===== src/rtl/alu_req_arbiter.sv =====
// Round-robin front end that shares one clocked ALU between N_REQ requesters.
// Each operation is issued, waited out for ALU_LAT cycles, then returned to its requester.
module alu_req_arbiter #(
  parameter int N_REQ   = 4,
  parameter int DATA_W  = 8,
  parameter int OP_W    = 3,
  parameter int ALU_LAT = 1
) (
  input  logic                      clk,
  input  logic                      rst_n,
  input  logic [N_REQ-1:0]          req_valid_i,
  output logic [N_REQ-1:0]          req_ready_o,
  input  logic [N_REQ*DATA_W-1:0]   req_a_i,
  input  logic [N_REQ*DATA_W-1:0]   req_b_i,
  input  logic [N_REQ*OP_W-1:0]     req_op_i,
  output logic [N_REQ-1:0]          rsp_valid_o,
  input  logic [N_REQ-1:0]          rsp_ready_i,
  output logic [DATA_W-1:0]         rsp_result_o,
  output logic                      rsp_zero_o,
  output logic                      rsp_carry_o,
  output logic                      rsp_error_o,
  output logic [DATA_W-1:0]         alu_a_o,
  output logic [DATA_W-1:0]         alu_b_o,
  output logic [OP_W-1:0]           alu_op_o,
  input  logic [DATA_W-1:0]         alu_result_i,
  input  logic                      alu_zero_i,
  input  logic                      alu_carry_i,
  input  logic                      alu_error_i,
  output logic                      busy_o,
  output logic [$clog2(N_REQ)-1:0]  grant_id_o
);

  localparam int ID_W  = $clog2(N_REQ);
  localparam int CNT_W = $clog2(ALU_LAT + 1);

  typedef enum logic [1:0] {
    IDLE  = 2'd0,
    ISSUE = 2'd1,
    WAIT  = 2'd2,
    RESP  = 2'd3
  } state_e;

  state_e             state_q, state_d;
  logic [CNT_W-1:0]   cnt_q, cnt_d;
  logic [ID_W-1:0]    rr_ptr_q, rr_ptr_d;
  logic [ID_W-1:0]    grant_q;
  logic [DATA_W-1:0]  alu_a_q, alu_b_q;
  logic [OP_W-1:0]    alu_op_q;
  logic [DATA_W-1:0]  rsp_result_q;
  logic               rsp_zero_q, rsp_carry_q, rsp_error_q;

  logic               found;
  logic [ID_W-1:0]    winner;
  logic [DATA_W-1:0]  sel_a, sel_b;
  logic [OP_W-1:0]    sel_op;
  logic               handshake;
  logic               capture;

  // Rotating priority search: first valid request at or after rr_ptr, wrapping.
  always_comb begin
    int idx;
    found  = 1'b0;
    winner = '0;
    idx    = 0;
    for (int i = 0; i < N_REQ; i++) begin
      idx = int'(rr_ptr_q) + i;
      if (idx >= N_REQ) idx = idx - N_REQ;
      if (!found && req_valid_i[ID_W'(idx)]) begin
        found  = 1'b1;
        winner = ID_W'(idx);
      end
    end
  end

  always_comb begin
    sel_a  = '0;
    sel_b  = '0;
    sel_op = '0;
    for (int k = 0; k < N_REQ; k++) begin
      if (winner == ID_W'(k)) begin
        sel_a  = req_a_i[k*DATA_W +: DATA_W];
        sel_b  = req_b_i[k*DATA_W +: DATA_W];
        sel_op = req_op_i[k*OP_W +: OP_W];
      end
    end
  end

  always_comb begin
    int nxt;
    nxt = int'(winner) + 1;
    if (nxt >= N_REQ) nxt = 0;
    rr_ptr_d = ID_W'(nxt);
  end

  assign handshake = (state_q == IDLE) && found;
  assign capture   = (state_q == WAIT) && (cnt_q == CNT_W'(1));

  always_comb begin
    state_d = state_q;
    cnt_d   = cnt_q;
    case (state_q)
      IDLE: begin
        if (found) state_d = ISSUE;
      end
      ISSUE: begin
        cnt_d   = CNT_W'(ALU_LAT);
        state_d = WAIT;
      end
      WAIT: begin
        cnt_d = cnt_q - CNT_W'(1);
        if (cnt_q == CNT_W'(1)) state_d = RESP;
      end
      RESP: begin
        if (rsp_ready_i[grant_q]) state_d = IDLE;
      end
      default: state_d = IDLE;
    endcase
  end

  always_ff @(posedge clk or negedge rst_n) begin
    if (!rst_n) begin
      state_q <= IDLE;
      cnt_q   <= '0;
    end else begin
      state_q <= state_d;
      cnt_q   <= cnt_d;
    end
  end

  // Operands are taken only on the grant edge, so later input changes cannot leak in.
  always_ff @(posedge clk or negedge rst_n) begin
    if (!rst_n) begin
      rr_ptr_q <= '0;
      grant_q  <= '0;
      alu_a_q  <= '0;
      alu_b_q  <= '0;
      alu_op_q <= '0;
    end else if (handshake) begin
      rr_ptr_q <= rr_ptr_d;
      grant_q  <= winner;
      alu_a_q  <= sel_a;
      alu_b_q  <= sel_b;
      alu_op_q <= sel_op;
    end
  end

  always_ff @(posedge clk or negedge rst_n) begin
    if (!rst_n) begin
      rsp_result_q <= '0;
      rsp_zero_q   <= 1'b0;
      rsp_carry_q  <= 1'b0;
      rsp_error_q  <= 1'b0;
    end else if (capture) begin
      rsp_result_q <= alu_result_i;
      rsp_zero_q   <= alu_zero_i;
      rsp_carry_q  <= alu_carry_i;
      rsp_error_q  <= alu_error_i;
    end
  end

  // Ready is gated by reset too, so nothing is offered while rst_n is held low.
  assign req_ready_o  = (handshake && rst_n) ? (N_REQ'(1) << winner) : '0;
  assign rsp_valid_o  = (state_q == RESP) ? (N_REQ'(1) << grant_q) : '0;
  assign rsp_result_o = rsp_result_q;
  assign rsp_zero_o   = rsp_zero_q;
  assign rsp_carry_o  = rsp_carry_q;
  assign rsp_error_o  = rsp_error_q;
  assign alu_a_o      = alu_a_q;
  assign alu_b_o      = alu_b_q;
  assign alu_op_o     = alu_op_q;
  assign busy_o       = (state_q != IDLE);
  assign grant_id_o   = grant_q;

endmodule


===== config.mk =====
export PLATFORM = sky130hd
export DESIGN_NAME = alu_req_arbiter
export DESIGN_NICKNAME = d
export VERILOG_FILES = /design/src/rtl/alu_req_arbiter.sv
export SDC_FILE = /design/constraint.sdc
export NUM_CORES = 1
export LEC_CHECK = 0
export ABC_CLOCK_PERIOD_IN_PS = 6000
export CORE_ASPECT_RATIO = 1.2
export CORE_MARGIN = 1.5
export CORE_UTILIZATION = 40
export CTS_CLUSTER_SIZE = 25
export DETAILED_ROUTE_END_ITERATION = 12
export PLACE_DENSITY = 0.87
export SLEW_MARGIN = 20
export SYNTH_ARGS = -nofsm -noshare
export SYNTH_HDL_FRONTEND = slang
export SYNTH_SLANG_ARGS = --single-unit

===== constraint.sdc =====
create_clock -name clk -period 6 [get_ports clk]
set_clock_uncertainty 0.1 [all_clocks]
set_input_delay 1.8 -clock clk [delete_from_list [all_inputs] [get_ports clk]]
set_output_delay 1.8 -clock clk [all_outputs]
set_load 0.01 [all_outputs]

==> impl_results.md <==
* Status: finished with violations
* Failing checks: DRC
* P_int at between 1 and 1.5 mW
* Arrival time worst endpoint at a little under 4 ns
* Post-CTS setup buffers at 0
* CTS Sinks at 37
* Crit Path Class: input port to output port
* Pwr/cell area at 451 nW/um2
* Vias per inst at 5.28
* Initial DRC Count at approximately 120
* Vias in the first global route at about 2,500
* RSZ-0062 raised after global routing: false
* Switching power at 0.679 mW
* Area share of the largest cell type after synthesis at roughly 41%
* Max VDD drop at roughly 0.23 mV
* YS warnings at 0
* Seq/Total Area, Yosys at between 40% and 50%
* Synth area leader: dfrtp_1
* GRT busiest layer: met2
* Worst skew pair latency at 0.28 ns
* Port bufs at around 140
* Sw frac at around two fifths
* Clock share of power at a little over an eighth
* FMAX at around 0.17 GHz
* Top post-synthesis cells by area: dfrtp_1 41%, a21oi_1 13%, mux2_1 7.0%, a22oi_1 6.7%, inv_1 4.7%
* Placeable Area at 5370 um2
* GRT Overall Usage at ~22%
* Clock-pin slew on the worst setup and hold paths at 0.08 ns
* Worst slack, placed at about 0.16 ns
* Hold path startpoint: rsp_result_o[0]
* CP required at ~4 ns
* Antenna-violating nets left at 0
* CTS root buffer: clkbuf_8
* Post_cts resized at 0
* DIE WIDTH at around 70 um
* Largest net degree at the start of global routing at 39
* First-pass GRT wire length at 11,000 um
* CTS max path bufs at 2
* WP buf/inv at 4
* Final Hold Viols at 0
* DRC at 7
* CTS Hold Bufs at 0
* Least-Margin Pin Slew at around 0.58 ns
* Area Overhead vs Synth at 67.9%
* Total I/O pin count at between 100 and 150
* Worst min path class: register to register
* Post-Synthesis Cells at roughly 270
* Max-slew violation count at 0
* # fillers at about 440
* Placer congestion estimate at roughly 0.87
* Lkg Pwr at around 1.6 nW
* Initial Utilization at around two fifths
* Max incr delay on CP at roughly 0.59 ns
* CP max-delay cell: clkdlybuf4s50_1
* Ant. Diodes at 0
* Worst r2r src: rr_ptr_q[0]
* Setup slack after layout at ~0.12 ns
* H-tree levels at 2
* CTS tree: built
* M1 GR Usage at a little over a quarter
* TritonCTS buffer count at 5
* Avg Cell Area, Syn at slightly above 8 um2
* Final min period at roughly 5.9 ns
* Final WL at 6780 um
* Logic gate share of total power at between 50% and 60%
* Fraction of layout instances using a drive strength above 1 at about 5.2%
* Period utilization at 97.9%
* Final instance area at between 3000 and 4000 um2
* Post-synth cell types at 27
* Worst path top cell family by delay: buffers and inverters
* Cell Chain, Critical Path: clkdlybuf4s50_1 -> inv_1 -> o221a_1 -> o22a_1 -> inv_1 -> ha_1 -> and3_1 -> clkdlybuf4s50_1
* DP Area at 3660 um2
* GR Layer Usage met2 at 41.5%
* Initial antenna violation count at 0
* Post-Route Setup TNS at 0 ns
* Crit. Startpoint: req_valid_i[0]
* Count of final setup violators at 0
* Detailed placement HPWL at 5210 um
* Slew margin rel. at between 60% and 70%
* CP Capture Type: output port
* GR Overflow Total at 0
* Worst setup SP type: input port
* Largest fanout on the critical path at 5
* Site Rows at 29
* WHS at ~0.39 ns
* Pre-antenna DRT Iters at 8
* Chip Height at about 85 um
* Number of nets in the layout at slightly above 500
* Die Area at about 6000 um2
* Net Count, Synth at 377
* Vias post-DR at approximately 2,500
* Mapped Area at 2250 um2
* Sequential share of power at 27.2%
* Max-cap viol count at 0
* Wirelength per Cell at 14.5 um
* Met3 usage at under 10%
* Synth Register Bits at 37
-- placed cells by master, fill, tap and decap left out, drive strengths merged, types with 2 or more instances in the layout --
master,count
mux2,14
ha,7
clkinvlp,2
and3,4
a22oi,20
nand2,26
o21ai,21
clkbuf,6
a221oi,2
nor2,24
clkdlybuf4s50,136
inv,29
nand2b,2
buf,7
o22ai,2
a21oi,59
dfrtp,37
-- cells in the mapped netlist --
library cell	number
a221oi_2	1
nor2_1	24
mux2_1	14
dfrtp_1	37
and3_1	4
o22ai_2	1
a22o_1	1
o22ai_1	1
o221a_1	1
o22a_1	1
o32a_1	1
inv_2	1
a21oi_1	59
nand2_1	26
clkinvlp_2	1
a22oi_1	20
inv_1	28
clkbuf_1	10
o21ai_0	20
ha_1	7
o21ai_1	1
buf_2	8
nand2b_1	2
a21o_1	1
buf_1	1
nor4_4	1
a221oi_1	1
-- state kept, by name (all words and copies together) (netlist names) --
signal	cells
rr_ptr_q	2
rsp_zero_o	1
rsp_carry_o	1
alu_b_o	8
alu_op_o	3
alu_a_o	8
grant_id_o	2
state_q	2
rsp_result_o	8
cnt_q	1
rsp_error_o	1
-- cell type report --
type                    instances  area, um2  area share [%]
flip-flops and latches         37        926            24.5
inverters                      30        114            3.01
multi-input cells             187       1130            30.0
clock buffers                   6       82.6            2.18
repair buffers                143       1410            37.3
clock inverters                 2       37.5           0.992
well taps                      62       77.6            2.05
-- path summary, 6_finish.rpt --
kind | end | slack, ns | cells past startpoint
max | req_ready_o[2] | 0.12 | 8
min | rsp_result_o[0] | 0.39 | 1
max reg2reg | alu_a_o[5] | 3.66 | 10
min reg2reg | rsp_result_o[0] | 0.39 | 1
max in group asynchronous | rsp_carry_o | 3.79 | 2
min in group asynchronous | alu_a_o[7] | 1.37 | 1
-- worst reg2reg max path, delay by kind of cell (launching register included) --
kind	cells	cell delay [ns]
adders and majority gates	1	0.22
buffers and inverters	3	0.43
DFF	1	0.37
AOI/OAI and AO/OA	6	1.08
-- metal layers --
| layer | share of wire [%] | vias up | routed length [um] |
|---|---|---|---|
| li1 | - | 1200 | - |
| met5 | 0 | - | 0 |
| met1 | 38 | 1161 | 2580 |
| met3 | 6.2 | 10 | 423 |
| met4 | 2.1 | 0 | 141 |
| met2 | 54 | 94 | 3640 |
-- metrics by stage --
| step | utilization, % | instances | total power [mW] |
|---|---|---|---|
| 6_report | 70.4 | 467 | 1.71 |
| 5_1_grt | 70.4 | 467 | 1.84 |
| 3_5_place_dp | 68.2 | 459 | 1.49 |
| 3_3_place_gp | 68.2 | 459 | 1.46 |
| 2_1_floorplan | - | 273 | 1.04 |
| 4_1_cts | 70.4 | 467 | 1.72 |
-- power groups by stage --
stage	clock network (mW)	logic (mW)	registers, mW
floorplan	0	0.533	0.510
global placement	0	0.997	0.460
detailed placement	0	1.02	0.469
CTS	0.226	1.03	0.466
global route	0.236	1.13	0.480
finish	0.223	1.02	0.464
-- kinds of logic (layout without fill, tap and decap cells) --
group | Yosys count | count (layout) | synth area share, %
AO/OA/AOI/OAI | 109 | 109 | 28.4
AND/OR/NAND/NOR | 57 | 57 | 10.9
buffers and inverters | 49 | 181 | 8.67
flip-flops | 37 | 37 | 41.1
multiplexers | 14 | 14 | 7.00
adder cells (fa/ha/maj) | 7 | 7 | 3.89
Power figures use the tool's default switching activity.
